<file path="src/rtl/padded_column_streamer_pkg.sv">
`default_nettype none
// ============================================================================
//  Module      : pe_pkg
//  Description : Shared types and helpers for the padded column streamer:
//                FSM state encoding, lane/column count derivation and the
//                border-width clamp.
//  Revision    : 1.0 - initial release
// ============================================================================
package pe_pkg;

  typedef enum logic [1:0] {
    IDLE = 2'd0,
    LOAD = 2'd1,
    SHOW = 2'd2,
    REL  = 2'd3
  } state_t;

  localparam int c_img_w_def   = 32;
  localparam int c_img_h_def   = 32;
  localparam int c_pad_max_def = 2;

  // Output vector lanes: stored rows plus the widest border on top and bottom
  function automatic int lane_count(input int img_h, input int pad_max);
    return img_h + 2 * pad_max;
  endfunction

  // Largest number of output columns a frame can produce
  function automatic int col_count_max(input int img_w, input int pad_max);
    return img_w + 2 * pad_max;
  endfunction

  localparam int c_lanes_def = lane_count(c_img_h_def, c_pad_max_def);
  localparam int c_cols_def  = col_count_max(c_img_w_def, c_pad_max_def);

  // Border widths beyond what the output vector can hold saturate at pad_max
  function automatic logic [1:0] clamp_pad(input logic [1:0] len, input int pad_max);
    if (int'(len) > pad_max) return 2'(pad_max);
    return len;
  endfunction

endpackage
`default_nettype wire

</file>
<file path="src/rtl/padded_column_streamer_col_addr_gen.sv">
`default_nettype none
// ============================================================================
//  Module      : col_addr_gen
//  Description : Output-column and source-row counters. Classifies the current
//                column as pad or image and issues one buffer read per stored
//                row while an image column is being loaded.
//  Revision    : 1.0 - initial release
// ============================================================================
module col_addr_gen #(
  parameter int IMG_W = 32,
  parameter int IMG_H = 32,
  parameter int AW    = 16,
  parameter int CW    = 6,
  parameter int RW    = 6
) (
  input  logic          PEclk,
  input  logic          rst_n,
  input  logic          en_i,
  input  logic          load_i,
  input  logic [1:0]    p_i,
  input  logic          col_clr_i,
  input  logic          col_inc_i,
  output logic [CW-1:0] col_o,
  output logic [RW-1:0] row_o,
  output logic          is_img_o,
  output logic          last_col_o,
  output logic          rows_done_o,
  output logic          mem_rd_en_o,
  output logic [AW-1:0] mem_rd_addr_o
);

  logic [CW-1:0] col_q;
  logic [RW-1:0] row_q;
  logic [CW-1:0] w_p;
  logic [CW-1:0] w_src;

  assign w_p         = CW'(p_i);
  assign w_src       = col_q - w_p;
  assign is_img_o    = (col_q >= w_p) && (col_q < CW'(IMG_W) + w_p);
  assign last_col_o  = (col_q == CW'(IMG_W) + w_p + w_p - CW'(1));
  assign rows_done_o = (row_q == RW'(IMG_H));
  assign mem_rd_en_o = load_i && is_img_o && en_i && !rows_done_o;
  // Address is parked at zero whenever no read is being issued
  assign mem_rd_addr_o = mem_rd_en_o ? (AW'(row_q) * AW'(IMG_W) + AW'(w_src)) : '0;
  assign col_o       = col_q;
  assign row_o       = row_q;

  // Row counter: advances per issued read, rewinds whenever not loading an image column
  always_ff @(posedge PEclk or negedge rst_n) begin
    if (!rst_n) begin
      row_q <= '0;
    end else if (!(load_i && is_img_o)) begin
      row_q <= '0;
    end else if (mem_rd_en_o) begin
      row_q <= row_q + RW'(1);
    end
  end

  // Output column counter: cleared at frame start, stepped on each non-final handshake
  always_ff @(posedge PEclk or negedge rst_n) begin
    if (!rst_n) begin
      col_q <= '0;
    end else if (col_clr_i) begin
      col_q <= '0;
    end else if (col_inc_i) begin
      col_q <= col_q + CW'(1);
    end
  end

endmodule
`default_nettype wire

</file>
<file path="src/rtl/padded_column_streamer.sv">
`default_nettype none
// ============================================================================
//  Module      : padded_column_streamer
//  Description : Streams a stored IMG_H x IMG_W frame to the PE array one
//                column at a time, wrapped in a runtime-selectable border of
//                pad pixels, then hands the ping-pong buffer half back.
//  Revision    : 1.0 - initial release
// ============================================================================
module padded_column_streamer
  import pe_pkg::*;
#(
  parameter int IMG_W   = c_img_w_def,
  parameter int IMG_H   = c_img_h_def,
  parameter int DW      = 8,
  parameter int PAD_MAX = c_pad_max_def,
  parameter int AW      = 16
) (
  input  logic                                  PEclk,
  input  logic                                  rst_n,
  input  logic                                  en,
  input  logic                                  start,
  input  logic [1:0]                            pad_len,
  input  logic [DW-1:0]                         pad_value,
  output logic                                  mem_rd_en,
  output logic [AW-1:0]                         mem_rd_addr,
  input  logic [DW-1:0]                         mem_rd_data,
  output logic [(IMG_H+2*PAD_MAX)*DW-1:0]       col_data,
  output logic                                  col_vld,
  input  logic                                  col_rdy,
  output logic [$clog2(IMG_W+2*PAD_MAX+1)-1:0]  col_idx,
  output logic                                  frame_last,
  output logic                                  buf_release,
  output logic                                  busy
);

  localparam int c_lanes = lane_count(IMG_H, PAD_MAX);
  localparam int c_cw    = $clog2(col_count_max(IMG_W, PAD_MAX) + 1);
  localparam int c_rw    = $clog2(IMG_H + 1);
  localparam int c_lw    = $clog2(c_lanes);

  state_t                 state_q;
  logic [1:0]             p_q;
  logic [DW-1:0]          pv_q;
  logic [c_lanes*DW-1:0]  col_data_q;
  logic                   col_vld_q;
  logic                   frame_last_q;
  logic                   buf_release_q;
  logic                   busy_q;
  logic                   rd_pend_q;
  logic [c_lw-1:0]        rd_lane_q;

  logic                   w_col_clr;
  logic                   w_col_inc;
  logic                   w_load;
  logic                   w_is_img;
  logic                   w_last_col;
  logic                   w_rows_done;
  logic [c_cw-1:0]        w_col;
  logic [c_rw-1:0]        w_row;

  assign w_load    = (state_q == LOAD);
  assign w_col_clr = (state_q == IDLE) && start && en;
  assign w_col_inc = (state_q == SHOW) && col_rdy && !w_last_col;

  col_addr_gen #(
    .IMG_W (IMG_W),
    .IMG_H (IMG_H),
    .AW    (AW),
    .CW    (c_cw),
    .RW    (c_rw)
  ) u_addr (
    .PEclk         (PEclk),
    .rst_n         (rst_n),
    .en_i          (en),
    .load_i        (w_load),
    .p_i           (p_q),
    .col_clr_i     (w_col_clr),
    .col_inc_i     (w_col_inc),
    .col_o         (w_col),
    .row_o         (w_row),
    .is_img_o      (w_is_img),
    .last_col_o    (w_last_col),
    .rows_done_o   (w_rows_done),
    .mem_rd_en_o   (mem_rd_en),
    .mem_rd_addr_o (mem_rd_addr)
  );

  // Remember which lane each in-flight read belongs to; the return lands one cycle later
  always_ff @(posedge PEclk or negedge rst_n) begin
    if (!rst_n) begin
      rd_pend_q <= 1'b0;
      rd_lane_q <= '0;
    end else begin
      rd_pend_q <= mem_rd_en;
      rd_lane_q <= c_lw'(p_q) + c_lw'(w_row);
    end
  end

  // Frame sequencer, lane assembly and PE-side handshake with registered outputs
  always_ff @(posedge PEclk or negedge rst_n) begin
    if (!rst_n) begin
      state_q       <= IDLE;
      p_q           <= '0;
      pv_q          <= '0;
      col_data_q    <= '0;
      col_vld_q     <= 1'b0;
      frame_last_q  <= 1'b0;
      buf_release_q <= 1'b0;
      busy_q        <= 1'b0;
    end else begin
      case (state_q)
        IDLE: begin
          if (start && en) begin
            p_q     <= clamp_pad(pad_len, PAD_MAX);
            pv_q    <= pad_value;
            busy_q  <= 1'b1;
            state_q <= LOAD;
          end
        end
        LOAD: begin
          if (!w_is_img) begin
            if (en) begin
              col_data_q   <= {c_lanes{pv_q}};
              col_vld_q    <= 1'b1;
              frame_last_q <= w_last_col;
              state_q      <= SHOW;
            end
          end else begin
            // Nothing has been read for this column yet, so presetting is safe
            if (w_row == '0) col_data_q <= {c_lanes{pv_q}};
            if (en && w_rows_done) begin
              col_vld_q    <= 1'b1;
              frame_last_q <= w_last_col;
              state_q      <= SHOW;
            end
          end
        end
        SHOW: begin
          if (col_rdy) begin
            col_vld_q    <= 1'b0;
            frame_last_q <= 1'b0;
            if (w_last_col) begin
              buf_release_q <= 1'b1;
              state_q       <= REL;
            end else begin
              state_q <= LOAD;
            end
          end
        end
        REL: begin
          // The release pulse is always exactly one cycle wide, independent of en
          buf_release_q <= 1'b0;
          busy_q        <= 1'b0;
          state_q       <= IDLE;
        end
        default: state_q <= IDLE;
      endcase
      // Read returns are captured even while en is low
      for (int k = 0; k < c_lanes; k++) begin
        if (rd_pend_q && (rd_lane_q == c_lw'(k))) col_data_q[k*DW +: DW] <= mem_rd_data;
      end
    end
  end

  assign col_data    = col_data_q;
  assign col_vld     = col_vld_q;
  assign col_idx     = w_col;
  assign frame_last  = frame_last_q;
  assign buf_release = buf_release_q;
  assign busy        = busy_q;

endmodule
`default_nettype wire

</file>
<file path="config.mk">
export PLATFORM = sky130hd
export DESIGN_NAME = padded_column_streamer
export DESIGN_NICKNAME = d
export VERILOG_FILES = /design/src/rtl/padded_column_streamer_pkg.sv /design/src/rtl/padded_column_streamer_col_addr_gen.sv /design/src/rtl/padded_column_streamer.sv
export SDC_FILE = /design/constraint.sdc
export NUM_CORES = 1
export LEC_CHECK = 0
export CAP_MARGIN = 40
export CORE_MARGIN = 2
export CORE_UTILIZATION = 40
export CTS_CLUSTER_SIZE = 30
export DETAILED_ROUTE_END_ITERATION = 7
export GPL_TIMING_DRIVEN = 0
export HOLD_SLACK_MARGIN = 0.1
export PLACE_DENSITY = 0.7
export SLEW_MARGIN = 20
export SYNTH_ARGS = -nofsm -noshare
export SYNTH_HDL_FRONTEND = slang
export SYNTH_HIERARCHICAL = 1
export SYNTH_SLANG_ARGS = --single-unit
</file>
<file path="constraint.sdc">
create_clock -name PEclk -period 8.7 [get_ports PEclk]
set_input_delay 1.74 -clock PEclk [delete_from_list [all_inputs] [get_ports PEclk]]
set_output_delay 1.74 -clock PEclk [all_outputs]
set_load 0.01 [all_outputs]
</file>
# Yosys cells after proc, flatten, opt, wreduce, memory -nomap -nowiden
# Cells that the tools add are included.
[totals] reg_bits=323 in_bits=23 out_inout_bits=315 word_cells=379
[classes] addsub=8 magnitude_cmp=3 n_eq_ne=82 muxes=71 n_reduce_logical=168
[ops] operator="two-way mux 288 bit" count=4
[ops] operator="two-way mux 8 bit" count=36
[ops] operator="inequality test 3 bit (second input constant)" count=38
[ops] operator="AND reduction 3 bit" count=37
[ops] operator="nonzero test 3 bit" count=36
[ops] operator="equality test 6 x 5 -> 1 bit (second input constant)" count=16
[ops] operator="nonzero test 2 bit" count=40
[ops] operator="equality test 6 x 4 -> 1 bit (second input constant)" count=8
[ops] operator="logical AND 1 bit" count=46
[ops] operator="equality test 6 bit (second input constant)" count=5
[ops] operator="equality test 6 x 3 -> 1 bit (second input constant)" count=4
[ops] operator="two-way mux 6 bit" count=4
[ops] operator="two-way mux 16 bit" count=1
[ops] operator="two-way mux 2 bit" count=8
[ops] operator="two-way mux 1 bit" count=13
[ops] operator="adder 11 x 6 -> 12 bit" count=1
[ops] operator="adder 6 x 1 -> 6 bit (second input constant)" count=2
[ops] operator="equality test 6 x 2 -> 1 bit (second input constant)" count=2
[ops] operator="logical NOT 6 bit" count=2
[ops] operator="case mux 1 bit (2 select lines)" count=4
[ops] operator="case mux 2 bit (4 select lines)" count=1
[ops] operator="AND reduction 4 bit" count=2
[ops] operator="adder 2 x 6 -> 6 bit" count=1
[ops] operator="adder 6 x 2 -> 6 bit" count=1
[ops] operator="15 further kinds" count=20

# Logic depth before layout (Yosys ltp)
[logic_depth] word_depth=8 ltp_mapped=12 mapped_depth_nobuf=10

# Cells and area by module
# The synthesis kept the hierarchy.
[by_module_without_submodules] module="padded_column_streamer" instances=1 cells_per_inst=1432 area_each_um2=13505.5 seq_area_each_um2=7782.5
[by_module_without_submodules] module="col_addr_gen" instances=1 cells_per_inst=129 area_each_um2=1131.1 seq_area_each_um2=300.3

# Least setup slack after synthesis
# OpenSTA, ideal clock, no wires.
[synth_timing] path_kind="input to output" from="input en" to="output mem_rd_addr[2]" t_arrival_ps=2623 required_ps=6960 path_slack_ps=4337 path_stages=4 n_path_buf=2 cell_sequence="clkbuf_1 o31ai_1 buf_2 nor3_1"
[synth_via] elab_chain_cells=3
[synth_lines] element="start: declaration" line_no="padded_column_streamer.sv:20" source="input logic en,"
[synth_lines] element="logical AND 1 bit (2 in a row)" line_no="padded_column_streamer_col_addr_gen.sv:42" source="assign mem_rd_en_o = load_i && is_img_o && en_i && !rows_done_o;"
[synth_lines] element="two-way mux 16 bit" line_no="padded_column_streamer_col_addr_gen.sv:44" source="assign mem_rd_addr_o = mem_rd_en_o ? (AW'(row_q) * AW'(IMG_W) + AW'(w_src)) : '0;"
[synth_lines] element="end: declaration" line_no="padded_column_streamer.sv:25" source="output logic [AW-1:0] mem_rd_addr,"
# No other way between the ends.

# Worst setup path in the final report
[layout_timing] from="input en" to="output mem_rd_en"
[layout_via] elab_chain_cells=2
[layout_lines] element="logical AND 1 bit (2 in a row)" line_no="padded_column_streamer_col_addr_gen.sv:42"
[layout_lines] element="end: declaration" line_no="padded_column_streamer.sv:24" source="output logic mem_rd_en,"
# No other way between the ends.

==> summary.txt <==
Setup path
  – Crit path arrival time: 3960 ps
  – Worst Setup SP: en
  – R2R Path End: col_data[87]
  – Crit path kind: in2out
  – Slowest stage delay, CP: 610 ps
  – Worst-path cell chain: clkdlybuf4s50_1 -> clkbuf_1 -> o31ai_1 -> buf_2 -> nor2_1 -> clkdlybuf4s50_1
  – Reg2reg start: u_addr/col_o[0]
  – Crit path to: mem_rd_en
  – Worst Path Required: 6960 ps
  – CP Launch Type: primary input
  – R2R Setup Slk: 5010 ps
  – Worst Setup End Kind: output pin
  – CP max-delay cell: clkdlybuf4s50_1
  – FF-to-FF path depth: 12
  – Max FO, Critical Path: 10
  – Most repeated library cell on the critical path: clkdlybuf4s50_1

Global routing
  – Global routing's busiest layer: met2
  – Global route overflow: 0
  – Overall Global Routing Usage: 28.9%
  – GRT met1 Usage: 39.5%
  – Initial antenna violation count: 0
  – Vias in the first global route: 13800
  – Largest net degree at the start of global routing: 93
  – Grt met3 use: 6.01%
  – Met2 Use GR: 44.7%
  – First-pass GRT wire length: 84300 um

Layout
  – Finished Core Util: 54.6%
  – Multi-input gate area: 5640 um^2
  – Diode count: 0
  – Reg area: 8080 um^2
  – Share of post-route cells with drive strength above 1: 9.53%
  – Layout area overhead: 35.6%
  – Most common cell after layout, fill and taps aside: clkdlybuf4s50_1
  – Commonest non-fill, non-tap cells in the layout: 324 x clkdlybuf4s50_1, 323 x dfrtp_1, 303 x nand2_1, 303 x nor2_1, 278 x a31oi_1
  – Filler cells: 3226
  – Final #Nets: 1977

CTS
  – Clock slew at reported path FFs: 50 ps
  – Hold buffer count at CTS: 0
  – Max clock buf depth: 3
  – Num CTS Buffers: 36
  – Clk root buf: clkbuf_16
  – CTS tree: built
  – Later-pin clock latency in the skew report: 520 ps
  – Setup Buffers After CTS: 0
  – Post_cts resized: 0
  – Clock Sink Count: 323
  – Htree depth: 2

Floorplanning
  – Core area: 36300 um^2
  – Die width: 195 um
  – Die height: 195 um
  – Rows: 70
  – Die ar.: 38100 um^2
  – Initial Utilization: 40.3%
  – Boundary Pins: 338

Timing
  – Final WS setup: 3000 ps
  – Max Fclk: 175 MHz
  – Final setup viols: 0
  – Period utilization: 65.5%
  – Relative slew slack: 42.3%
  – RSZ-0062 raised after global routing: no
  – Worst clock skew: 25.9 ps
  – Final TNS setup: 0 ps
  – Final hold vios: 0
  – Max-slew violations: 0
  – Slew @ Worst Pin: 866 ps
  – Tmin final: 5700 ps

Power
  – Pwr dens: 451 nW/um^2
  – Leak Pwr: 8.91 nW
  – Peak VDD IR: 0.201 mV

Flow run
  – Max Cap Violations: 0

Placed design
  – Dpl hpwl: 38700 um
  – Pre-CTS WS: 3050 ps
  – PortBufs: 325
  – GPL Wtd Cong: 0.857

Routing
  – Total number of vias: 14000
  – Avg Vias per Cell: 5.78
  – DRT Wirelength: 55600 um
  – DRT iter0 DRCs: 1313
  – DRC viols: 0
  – Post-route ant nets: 0
  – DR WL/cell: 22.9 um
  – First-pass iteration count of the detailed router: 6

Logic synthesis
  – Synth warn: 6
  – Asr flop ratio synth: 100%
  – Synth Flop Type: dfrtp_1
  – Post-synthesis cell area: 14600 um^2
  – Post-synthesis average cell area: 9.38 um^2
  – #FFs+latches synth: 323
  – Synth Instances: 1561
  – Sequential share of the synthesized area: 55.2%
  – Distinct cells, synth: 57
  – Number of synthesized flops with an enable pin: 0

Hold path
  – HP Class: reg2reg

Run status
  – Status: finished clean
==> cell type report <==
type	count	area share [%]
well taps	468	2.95
clock inverters	6	0.359
multi-input cells	1076	28.4
inverters	17	0.321
clock buffers	58	5.72
flip-flops and latches	323	40.7
repair buffers	335	17.2
plain buffers	148	4.34
==> cell usage after synthesis, types with 3 or more instances <==
cell	count	area share, %
dfrtp_1	323	55
nand2_1	303	7.8
nor2_1	303	7.8
a31oi_1	278	12
clkbuf_1	65	1.7
buf_2	42	1.4
buf_6	28	2.2
nand3_1	27	0.92
nand4_1	21	0.90
inv_1	16	0.41
ha_1	15	1.3
a31oi_2	10	0.85
mux2_2	10	0.77
xnor2_1	9	0.54
xor2_1	8	0.48
buf_4	7	0.36
nand2_4	7	0.54
nor2b_1	7	0.30
nor3_1	7	0.24
o21ai_0	7	0.24
and3b_1	5	0.30
buf_1	5	0.13
a21oi_1	4	0.14
a21oi_2	4	0.24
mux2i_1	4	0.27
nor3_2	3	0.21
or3_1	3	0.13
==> registers in the layout, indices dropped and copies added, names as in the netlist <==
| signal | cells |
|---|---|
| state_q | 2 |
| rd_lane_q | 6 |
| col_data | 288 |
| buf_release | 1 |
| frame_last | 1 |
| busy | 1 |
| col_vld | 1 |
| p_q | 2 |
| rd_pend_q | 1 |
| u_addr/row_o | 6 |
| u_addr/col_o | 6 |
| pv_q | 8 |
==> where the power goes <==
group          leakage [nW]  switching, mW  internal [mW]
Combinational          4.27           2.46           2.17
Clock                 0.587          0.620          0.925
Sequential             4.05          0.530           2.25
Total                  8.91           3.61           5.34
==> critical path, delay by kind of cell <==
family,cells,cell delay (ps)
and+or+nand+nor,1,260
buffers and inverters,4,1740
AOI/OAI and AO/OA,1,220
==> how the worst min path moves through the flow <==
stage / cells past startpoint / to / slack [ps] / from
6_report: 2 / busy / 530 / busy
3_3_place_gp: 2 / busy / 510 / busy
5_1_grt: 2 / col_data[222] / 560 / col_data[222]
2_1_floorplan: 1 / state_q[1] / 510 / state_q[1]
4_1_cts: 2 / busy / 530 / busy
3_5_place_dp: 2 / busy / 520 / busy
==> layer usage <==
metal	vias up	wire, um
met5	-	0
met1	6905	22800
met3	124	5170
met2	877	25200
met4	0	2380
li1	6134	-
==> cells by family after synthesis <==
family / count (synthesis) / synth area share [%]
DFF: 323 / 55.2
AOI/OAI and AO/OA: 321 / 14.5
buffers and inverters: 165 / 6.32
other: 1 / 0.0256
and+or+nand+nor: 703 / 20.3
adders and majority gates: 17 / 1.56
muxes: 14 / 1.04
xor gates and xnor gates: 17 / 1.02
==> per-stage QoR <==
stage	hold slack (ps)	total power, mW	std cells	cell area, um^2
floorplan	506	5.07	1564	14600
global placement	509	7.25	2357	18500
detailed placement	522	7.37	2364	18600
CTS	534	8.94	2428	19800
global route	561	9.45	2431	19900
finish	528	8.95	2431	19900
(Power assumes the default switching activity.)
